==> src/rtl/uart_apb_fifo_regs.sv <==
// uart_apb_fifo_regs: APB slave register file for the UART.
// Holds TX/RX circular FIFOs, the baud divisor, the control register and the
// live/sticky status register. Read data and slave error are combinational in
// the APB access phase; every transfer completes with zero wait states.
// Optional interrupt output: define UART_APB_IRQ_EN to add the Irq port and the
// CTRL[6:4] interrupt enables.
module uart_apb_fifo_regs #(
  parameter int               DATA_W   = 8,
  parameter int               TX_DEPTH = 8,
  parameter int               RX_DEPTH = 8,
  parameter int               DIV_W    = 16,
  parameter logic [DIV_W-1:0] DIV_RST  = DIV_W'(104)
) (
  input  logic              pClk,
  input  logic              pReset,
  input  logic              pSel,
  input  logic              pEnable,
  input  logic              pWrite,
  input  logic [31:0]       pAddr,
  input  logic [31:0]       pWdata,
  output logic [31:0]       pReadData,
  output logic              pSlvErr,
  output logic [DATA_W-1:0] TxData,
  output logic              TxValid,
  input  logic              TxReady,
  input  logic              RxDone,
  input  logic [DATA_W-1:0] RxData,
  output logic [DIV_W-1:0]  BaudDiv,
  output logic              RxEnable
`ifdef UART_APB_IRQ_EN
  ,
  output logic              Irq
`endif
);

  localparam int TAW = $clog2(TX_DEPTH);
  localparam int RAW = $clog2(RX_DEPTH);

  localparam logic [7:0] A_TXDATA = 8'h00;
  localparam logic [7:0] A_RXDATA = 8'h01;
  localparam logic [7:0] A_BAUD   = 8'h02;
  localparam logic [7:0] A_CTRL   = 8'h03;
  localparam logic [7:0] A_STATUS = 8'h05;

  // ---------------------------------------------------------------------------
  // APB decode
  // ---------------------------------------------------------------------------
  logic       acc, wr_acc, rd_acc;
  logic [7:0] addr;
  logic       hit_tx, hit_rx, hit_baud, hit_ctrl, hit_stat, mapped;

  assign acc      = pSel & pEnable;
  assign wr_acc   = acc & pWrite;
  assign rd_acc   = acc & ~pWrite;
  assign addr     = pAddr[7:0];
  assign hit_tx   = (addr == A_TXDATA);
  assign hit_rx   = (addr == A_RXDATA);
  assign hit_baud = (addr == A_BAUD);
  assign hit_ctrl = (addr == A_CTRL);
  assign hit_stat = (addr == A_STATUS);
  assign mapped   = hit_tx | hit_rx | hit_baud | hit_ctrl | hit_stat;
  assign pSlvErr  = acc & ~mapped;

  // Upper address bits and unused write-data bits are intentionally ignored.
  logic unused_bits;
  assign unused_bits = ^{pAddr[31:8], pWdata};

  // ---------------------------------------------------------------------------
  // Control / baud registers
  // ---------------------------------------------------------------------------
  logic             txen_q, txen_d, rxen_q, rxen_d;
  logic [DIV_W-1:0] baud_q, baud_d;
  logic             tx_flush, rx_flush;
  logic [2:0]       ie_q;

  assign tx_flush = wr_acc & hit_ctrl & pWdata[2];
  assign rx_flush = wr_acc & hit_ctrl & pWdata[3];
  assign txen_d   = (wr_acc & hit_ctrl) ? pWdata[0] : txen_q;
  assign rxen_d   = (wr_acc & hit_ctrl) ? pWdata[1] : rxen_q;
  assign baud_d   = (wr_acc & hit_baud) ? pWdata[DIV_W-1:0] : baud_q;

  // Control and baud state; flush bits are one-shot and never stored.
  always_ff @(posedge pClk or negedge pReset) begin
    if (!pReset) begin
      txen_q <= 1'b0;
      rxen_q <= 1'b0;
      baud_q <= DIV_RST;
    end else begin
      txen_q <= txen_d;
      rxen_q <= rxen_d;
      baud_q <= baud_d;
    end
  end

`ifdef UART_APB_IRQ_EN
  logic [2:0] ie_d;
  assign ie_d = (wr_acc & hit_ctrl) ? pWdata[6:4] : ie_q;

  // Interrupt enables: RXNEIE, TXEIE, ERRIE.
  always_ff @(posedge pClk or negedge pReset) begin
    if (!pReset) ie_q <= 3'b000;
    else         ie_q <= ie_d;
  end
`else
  assign ie_q = 3'b000;
`endif

  assign BaudDiv  = baud_q;
  assign RxEnable = rxen_q;

  // ---------------------------------------------------------------------------
  // TX FIFO
  // ---------------------------------------------------------------------------
  logic [DATA_W-1:0] tx_mem [TX_DEPTH];
  logic [TAW:0]      tx_wr_q, tx_wr_d, tx_rd_q, tx_rd_d, tx_cnt;
  logic              tx_empty, tx_full, tx_push_req, tx_push, tx_pop, tx_ovr_set;
  logic [DATA_W-1:0] tx_head;

  assign tx_cnt      = tx_wr_q - tx_rd_q;
  assign tx_empty    = (tx_wr_q == tx_rd_q);
  assign tx_full     = (tx_cnt == (TAW+1)'(TX_DEPTH));
  assign tx_head     = tx_empty ? '0 : tx_mem[tx_rd_q[TAW-1:0]];
  assign TxValid     = ~tx_empty & txen_q;
  assign TxData      = tx_head;
  assign tx_pop      = TxValid & TxReady;
  assign tx_push_req = wr_acc & hit_tx;
  // A same-cycle pop frees a slot, so a push at full is still accepted.
  assign tx_push     = tx_push_req & (~tx_full | tx_pop);
  assign tx_ovr_set  = tx_push_req & tx_full & ~tx_pop;
  assign tx_wr_d     = tx_flush ? '0 : tx_wr_q + (TAW+1)'(tx_push);
  assign tx_rd_d     = tx_flush ? '0 : tx_rd_q + (TAW+1)'(tx_pop);

  // TX pointers; flush overrides any same-cycle push/pop.
  always_ff @(posedge pClk or negedge pReset) begin
    if (!pReset) begin
      tx_wr_q <= '0;
      tx_rd_q <= '0;
    end else begin
      tx_wr_q <= tx_wr_d;
      tx_rd_q <= tx_rd_d;
    end
  end

  // TX storage write.
  always_ff @(posedge pClk) begin
    if (tx_push) tx_mem[tx_wr_q[TAW-1:0]] <= pWdata[DATA_W-1:0];
  end

  // ---------------------------------------------------------------------------
  // RX FIFO
  // ---------------------------------------------------------------------------
  logic [DATA_W-1:0] rx_mem [RX_DEPTH];
  logic [RAW:0]      rx_wr_q, rx_wr_d, rx_rd_q, rx_rd_d, rx_cnt;
  logic              rx_empty, rx_full, rx_push_req, rx_push, rx_pop, rx_rd_req;
  logic              rx_ovr_set, rx_udr_set;
  logic [DATA_W-1:0] rx_head;

  assign rx_cnt      = rx_wr_q - rx_rd_q;
  assign rx_empty    = (rx_wr_q == rx_rd_q);
  assign rx_full     = (rx_cnt == (RAW+1)'(RX_DEPTH));
  assign rx_head     = rx_empty ? '0 : rx_mem[rx_rd_q[RAW-1:0]];
  assign rx_rd_req   = rd_acc & hit_rx;
  assign rx_pop      = rx_rd_req & ~rx_empty;
  assign rx_udr_set  = rx_rd_req & rx_empty;
  assign rx_push_req = RxDone & rxen_q;
  assign rx_push     = rx_push_req & (~rx_full | rx_pop);
  assign rx_ovr_set  = rx_push_req & rx_full & ~rx_pop;
  assign rx_wr_d     = rx_flush ? '0 : rx_wr_q + (RAW+1)'(rx_push);
  assign rx_rd_d     = rx_flush ? '0 : rx_rd_q + (RAW+1)'(rx_pop);

  // RX pointers; flush overrides any same-cycle push/pop.
  always_ff @(posedge pClk or negedge pReset) begin
    if (!pReset) begin
      rx_wr_q <= '0;
      rx_rd_q <= '0;
    end else begin
      rx_wr_q <= rx_wr_d;
      rx_rd_q <= rx_rd_d;
    end
  end

  // RX storage write.
  always_ff @(posedge pClk) begin
    if (rx_push) rx_mem[rx_wr_q[RAW-1:0]] <= RxData;
  end

  // ---------------------------------------------------------------------------
  // Status: live bits plus W1C sticky errors (a set event beats a clear)
  // ---------------------------------------------------------------------------
  logic rxovr_q, rxovr_d, txovr_q, txovr_d, rxudr_q, rxudr_d;
  logic w1c;
  logic st_rxne, st_txe, st_txnf, st_rxf;
  logic [31:0] status;

  assign w1c     = wr_acc & hit_stat;
  assign rxovr_d = (rxovr_q & ~(w1c & pWdata[4])) | rx_ovr_set;
  assign txovr_d = (txovr_q & ~(w1c & pWdata[5])) | tx_ovr_set;
  assign rxudr_d = (rxudr_q & ~(w1c & pWdata[6])) | rx_udr_set;

  // Sticky error flags.
  always_ff @(posedge pClk or negedge pReset) begin
    if (!pReset) begin
      rxovr_q <= 1'b0;
      txovr_q <= 1'b0;
      rxudr_q <= 1'b0;
    end else begin
      rxovr_q <= rxovr_d;
      txovr_q <= txovr_d;
      rxudr_q <= rxudr_d;
    end
  end

  assign st_rxne = ~rx_empty;
  assign st_txe  = tx_empty;
  assign st_txnf = ~tx_full;
  assign st_rxf  = rx_full;
  assign status  = {8'h00, 8'(tx_cnt), 8'(rx_cnt), 1'b0, rxudr_q, txovr_q,
                    rxovr_q, st_rxf, st_txnf, st_txe, st_rxne};

  // ---------------------------------------------------------------------------
  // Read mux
  // ---------------------------------------------------------------------------
  // Combinational read data, zero outside a mapped read access.
  always_comb begin
    pReadData = '0;
    if (rd_acc) begin
      case (addr)
        A_TXDATA: pReadData = 32'(tx_head);
        A_RXDATA: pReadData = 32'(rx_head);
        A_BAUD:   pReadData = 32'(baud_q);
        A_CTRL:   pReadData = 32'({ie_q, 2'b00, rxen_q, txen_q});
        A_STATUS: pReadData = status;
        default:  pReadData = '0;
      endcase
    end
  end

`ifdef UART_APB_IRQ_EN
  // ---------------------------------------------------------------------------
  // Interrupt
  // ---------------------------------------------------------------------------
  logic irq_q, irq_d;
  assign irq_d = (st_rxne & ie_q[0]) | (st_txe & ie_q[1]) |
                 ((rxovr_q | txovr_q | rxudr_q) & ie_q[2]);

  // Registered interrupt, one cycle behind its condition.
  always_ff @(posedge pClk or negedge pReset) begin
    if (!pReset) irq_q <= 1'b0;
    else         irq_q <= irq_d;
  end

  assign Irq = irq_q;
`endif

endmodule

==> config.mk <==
export PLATFORM = sky130hd
export DESIGN_NAME = uart_apb_fifo_regs
export DESIGN_NICKNAME = d
export VERILOG_FILES = /design/src/rtl/uart_apb_fifo_regs.sv
export SDC_FILE = /design/constraint.sdc
export NUM_CORES = 1
export LEC_CHECK = 0
export ABC_AREA = 0
export CAP_MARGIN = 20
export CORE_UTILIZATION = 47
export DETAILED_ROUTE_END_ITERATION = 8
export GPL_TIMING_DRIVEN = 0
export HOLD_SLACK_MARGIN = 0.15
export PLACE_DENSITY = 0.76
export SLEW_MARGIN = 0
export SYNTH_ARGS = -nofsm -noshare
export SYNTH_HDL_FRONTEND = slang
export SYNTH_SLANG_ARGS = --single-unit
==> constraint.sdc <==
create_clock -name pClk -period 3.5 [get_ports pClk]
set_input_delay 0.525 -clock pClk [delete_from_list [all_inputs] [get_ports pClk]]
set_output_delay 0.525 -clock pClk [all_outputs]
set_load 0.005 [all_outputs]
# == Word-level counts from Yosys, hierarchy flattened ==
# Memory sizes are Yosys's and may differ from the RTL's.
# Cells that the tools add are included.
# W data, S select, Z words.
# word_totals
ff_bits,37
mem_bits_rw,128
input_bits,79
out_inout_bits,59
wordCells,87
n_memories,2
# classes
n_addsub,6
eq_ne,8
muxes,12
n_bitwise,48
n_reduce_logical,1
# mem_list
memory,words,width,rd,rd_ports_with_merged_regs,write_ports,line_no,text
rx_mem,8,8,1,0,1,152,logic [DATA_W-1:0] rx_mem [RX_DEPTH];
tx_mem,8,8,1,0,1,114,logic [DATA_W-1:0] tx_mem [TX_DEPTH];
# op_table
cell,n
$pmux W20 S5,1
$mux W32,1
$and A1 B1 Y1,28
$add A4 B1 Y4,4
$eq A8 B2 Y1 const B,2
$mux W4,4
$mux W8,2
$not A1 Y1,11
$or A1 B1 Y1,9
$eq A4 B4 Y1,2
$eq A4 B4 Y1 const B,2
$eq A8 B1 Y1 const B,1
$eq A8 B3 Y1 const B,1
$logic_not A8 Y1,1
$sub A4 B4 Y4,2
$mux W1,4

# == Logic depth before layout (Yosys ltp) ==
# depth
ltp_word,8
ltp_mapped,13
depth_no_buf,12

# == Worst setup path before layout ==
# OpenSTA, ideal clock, no wires.
# synth_timing
kind,reg2reg
startpoint,register tx_rd_q[1]
endpoint,"memory tx_mem[1][0], enable pin"
setup_time_ns,0.383
t_arrival_ns,3.107
required_ns,3.117
slack_ns,0.009
path_stages_with_launch,10
path_buffers,2
synth_period_minus_slack_ns,3.491
cell_sequence,dfrtp_1 -> clkbuf_1 -> clkbuf_1 -> inv_1 -> ha_1 -> and3b_1 -> or3_1 -> a41oi_1 -> nand2_1 -> nor3_1
# synth_via
elab_chain_len,8
elab_cells_between_ends,11
cone_classes,add/sub: 1; eq/ne: 2; mux: 2; bitwise: 6
# synth_rtl
item,line_no,text
start: declaration,115,"logic [TAW:0] tx_wr_q, tx_wr_d, tx_rd_q, tx_rd_d, tx_cnt;"
start signal: assignment,140,tx_rd_q <= tx_rd_d;
branches (longest 4 deep; another with $sub A4 B4 Y4),-,
$or A1 B1 Y1 *,128,assign tx_push = tx_push_req & (~tx_full | tx_pop);
$and A1 B1 Y1 *,128,
$mux W1 *,146,if (tx_push) tx_mem[tx_wr_q[TAW-1:0]] <= pWdata[DATA_W-1:0];
$mux W1 (implied by the code) *,146,
end: declaration,114,
# Mark *: on every way between the ends.

# == Worst setup path in the final report ==
# layout_timing
startpoint,input pAddr[7]
endpoint,output pReadData[0]
# layout_via
elab_chain_len,3
elab_cells_between_ends,7
cone_classes,eq/ne: 4; mux: 2; reduce/logical: 1
# layout_rtl
item,line_no,text
start: declaration,19,"input logic [31:0] pAddr,"
$eq A8 B3 Y1 (tied with other cells),227,case (addr)
$pmux W20 S5 *,227,
$mux W32 *,226,if (rd_acc) begin
end: declaration,21,"output logic [31:0] pReadData,"
# Mark *: on every way between the ends. The rest lies on a longest branch, timed or not.

==> run metrics <==
status complete, no violations; FF-to-FF path depth 9; RSZ-0062 raised after global routing yes; Final Hold Fails 0; PortBufs 85; grt total ovfl 0; ANT nets after route 0; drt pass-1 iters 5; Pwr Total 5.28 mW; commonest non-fill, non-tap cell in the layout edfxtp_1; FF+latch count, synth 165; crit-path cells clkdlybuf4s50_1 -> or4_4 -> nor4_4 -> buf_4 -> nand2_2 -> a21oi_1 -> clkdlybuf4s50_1; Setup Crit Path Kind primary input to primary output; Residual DRC 0; CP Buf/Inv Count 3; slowest stage delay, CP 600 ps; 1st-iter DRT viols 339; pwr/cell area 554 nW/um2; VDD IR-drop max 0.405 mV; DPL Wire Length 12600 um; layout cells sized above 1 0.263; Crit. End Element primary output; total track usage 0.230; Die Area 16200 um2; Horiz. Die Dim 127 um; CTS tree yes; top_reg_cell synth edfxtp_1; die span in y 127 um; Mapped Area 7360 um2; Final GP Congestion 0.872; GR Util met1 0.277; ANT cells 0; flop-to-flop setup slack 120 ps; Worst-Skew Late Latency 430 ps; fmax 286 MHz; DR WL/cell 21.3 um; largest net degree at the start of global routing 38; fraction of synthesized area in multiplexers 0.141; CTS clk-pin slew, worst paths 60 ps; number of stages on the worst setup path 7; Synth cell types 58; Crit Path Max Fanout 4; Max-Cap Viols 0; Initial Util 0.482; relative slew slack 0.361; met3 Usage GRT 0.0415; reg2reg start tx_rd_q[1]$_DFF_PN0_; CP top delay family buffers and inverters; Leak 3.62 nW; first-pass GRT wire length 26500 um; total wire length 17600 um; crit path launch type primary input; final period utilization 0.999; cts bufs inserted 17; main combinational cell family by area after synthesis multiplexers; DP Area 8590 um2; Adder-Cell Fraction of Synth Area 0.0292; clock sink count 165; root buffer cell clkbuf_16; Final min period 3500 ps; vias per cell 5.63; Critical Path Most Common Cell clkdlybuf4s50_1; Worst Hold Class primary input to async pin; Synth Area in Compound Gates 0.0423; commonest cells after routing, fill and taps aside 128 x edfxtp_1, 75 x clkdlybuf4s50_1, 35 x buf_4, 33 x nand2_1, 32 x mux4_2; RR Endpoint tx_mem[5][4]$_DFFE_PP_; Critical Path Slowest Stage Cell or4_4; Area growth syn-to-layout 29.6%; YS warnings 0; CP Data Arrival Time 2970 ps; initial antenna violation count 0; Layout Utilization 0.625; Post-Synth Simple-Gate Area 0.0961; Setup violations, final 0; actual slew at the worst max-slew pin 954 ps; Final nets 698; post-route cell area 9530 um2; H-tree levels 4; average cell area after synthesis 15.8 um2; site row count 45; Post-Synthesis Cells 466; met2 GRT Util 0.397; Post-synth EDFFs 128; clock buffer depth 2; Core Box Area 15300 um2; worst clock skew 4.82 ps; register area share after synthesis 0.649; Post-synth ARST share 0.224; vias in the first global route 4745; GR peak layer met2; fin. max-slew vios 0; Req. time, crit path 2970 ps; I/O Pins 138; total number of vias 4653; XOR/XNOR Fraction of Synth Area 0.0167
cells in the mapped netlist (2+ instances only):
cell	n	area, um2
edfxtp_1	128	3840
dfrtp_1	34	851
nand2_1	34	128
mux4_2	32	721
nor2_1	32	120
mux2_1	17	191
ha_1	14	175
and2_1	13	81.3
buf_4	12	90.1
inv_1	11	41.3
mux2i_1	10	100
and3_1	9	56.3
clkbuf_1	9	33.8
nand3_1	9	45.0
nor3_1	8	40.0
xor2_1	8	70.1
o21ai_0	6	30.0
xnor2_1	6	52.6
nand2b_1	5	31.3
a21oi_1	4	20.0
a22o_1	4	35.0
a22oi_1	4	30.0
nor4b_2	4	60.1
o221ai_1	4	35.0
dfstp_2	3	78.8
nor4_1	3	18.8
a21o_1	2	15.0
a31oi_1	2	12.5
a32o_1	2	20.0
a32oi_1	2	17.5
buf_2	2	10.0
fa_1	2	40.0
inv_2	2	7.51
mux2_2	2	22.5
nor3b_1	2	15.0
o22ai_1	2	12.5
or4_4	2	22.5
metal layers:
metal	vias up	routed length, um
met5	-	0
met3	48	947
met1	2359	6930
met4	0	683
met2	198	9020
li1	2048	-
worst reg2reg max path: cells and delay by family, from the launching register on:
kind,cells,cell delay (ps)
and+or+nand+nor,4,1550
buffers and inverters,3,430
DFF,1,390
AOI/OAI and AO/OA,1,360
adders and majority gates,1,260
final cells by class:
type                    instances  area [um2]
plain buffers                  21         175
clock buffers                  23         478
clock inverters                 9         150
fillers                      1118        5720
inverters                      14        58.8
multi-input cells             274        2600
flip-flops and latches        165        4780
well taps                     211         264
repair buffers                110        1030
timing repair:
item,in CTS,in global routing
setup endpoints to repair,160,25
setup buffers,8,8
hold buffers,0,0
resized for setup,47,32
hold endpoints to repair,0,0
pin swaps,6,9
sequential cells by signal, indices dropped and copies added (netlist names):
name	cells
BaudDiv	16
RxEnable	1
rx_mem	64
rx_rd_q	4
rx_wr_q	4
rxovr_q	1
rxudr_q	1
tx_mem	64
tx_rd_q	4
tx_wr_q	4
txen_q	1
txovr_q	1
power breakdown:
group / internal (mW) / switching [mW] / leakage [nW]
Combinational: 0.586 / 0.545 / 1.68
Sequential: 2.15 / 0.0455 / 1.64
Clock: 1.25 / 0.710 / 0.303
Total: 3.98 / 1.30 / 3.62
kinds of logic (layout without fill, tap and decap cells):
group	count (synthesis)	count (layout)
flip-flops	165	165
AND/OR/NAND/NOR	131	131
multiplexers	61	61
AO/OA/AOI/OAI	40	40
buffers and inverters	38	177
adder cells (fa/ha/maj)	16	16
XOR/XNOR	14	14
other	1	12
how the worst max path moves through the flow:
| stage | endpoint | from |
|---|---|---|
| after CTS | pReadData[3] | rx_rd_q[1]$_DFF_PN0_ |
| after global routing | pReadData[0] | pAddr[5] |
| after floorplan | tx_mem[1][0]$_DFFE_PP_ | tx_rd_q[1]$_DFF_PN0_ |
| after detailed placement | pReadData[3] | rx_rd_q[1]$_DFF_PN0_ |
| after global placement | tx_mem[1][4]$_DFFE_PP_ | tx_rd_q[1]$_DFF_PN0_ |
| final | pReadData[0] | pAddr[7] |
stage by stage:
| stage | setup slack, ps | TNS [ps] | hold slack [ps] | instances |
|---|---|---|---|---|
| after floorplan | 9.30 | 0 | 229 | 477 |
| after global placement | -1160 | -105660 | 485 | 773 |
| after detailed placement | -1110 | -85500 | 492 | 782 |
| after CTS | -156 | -299 | 243 | 820 |
| after global routing | -47.7 | -231 | 280 | 827 |
| final | 2.48 | 0 | 228 | 827 |
(Power assumes the default switching activity.)
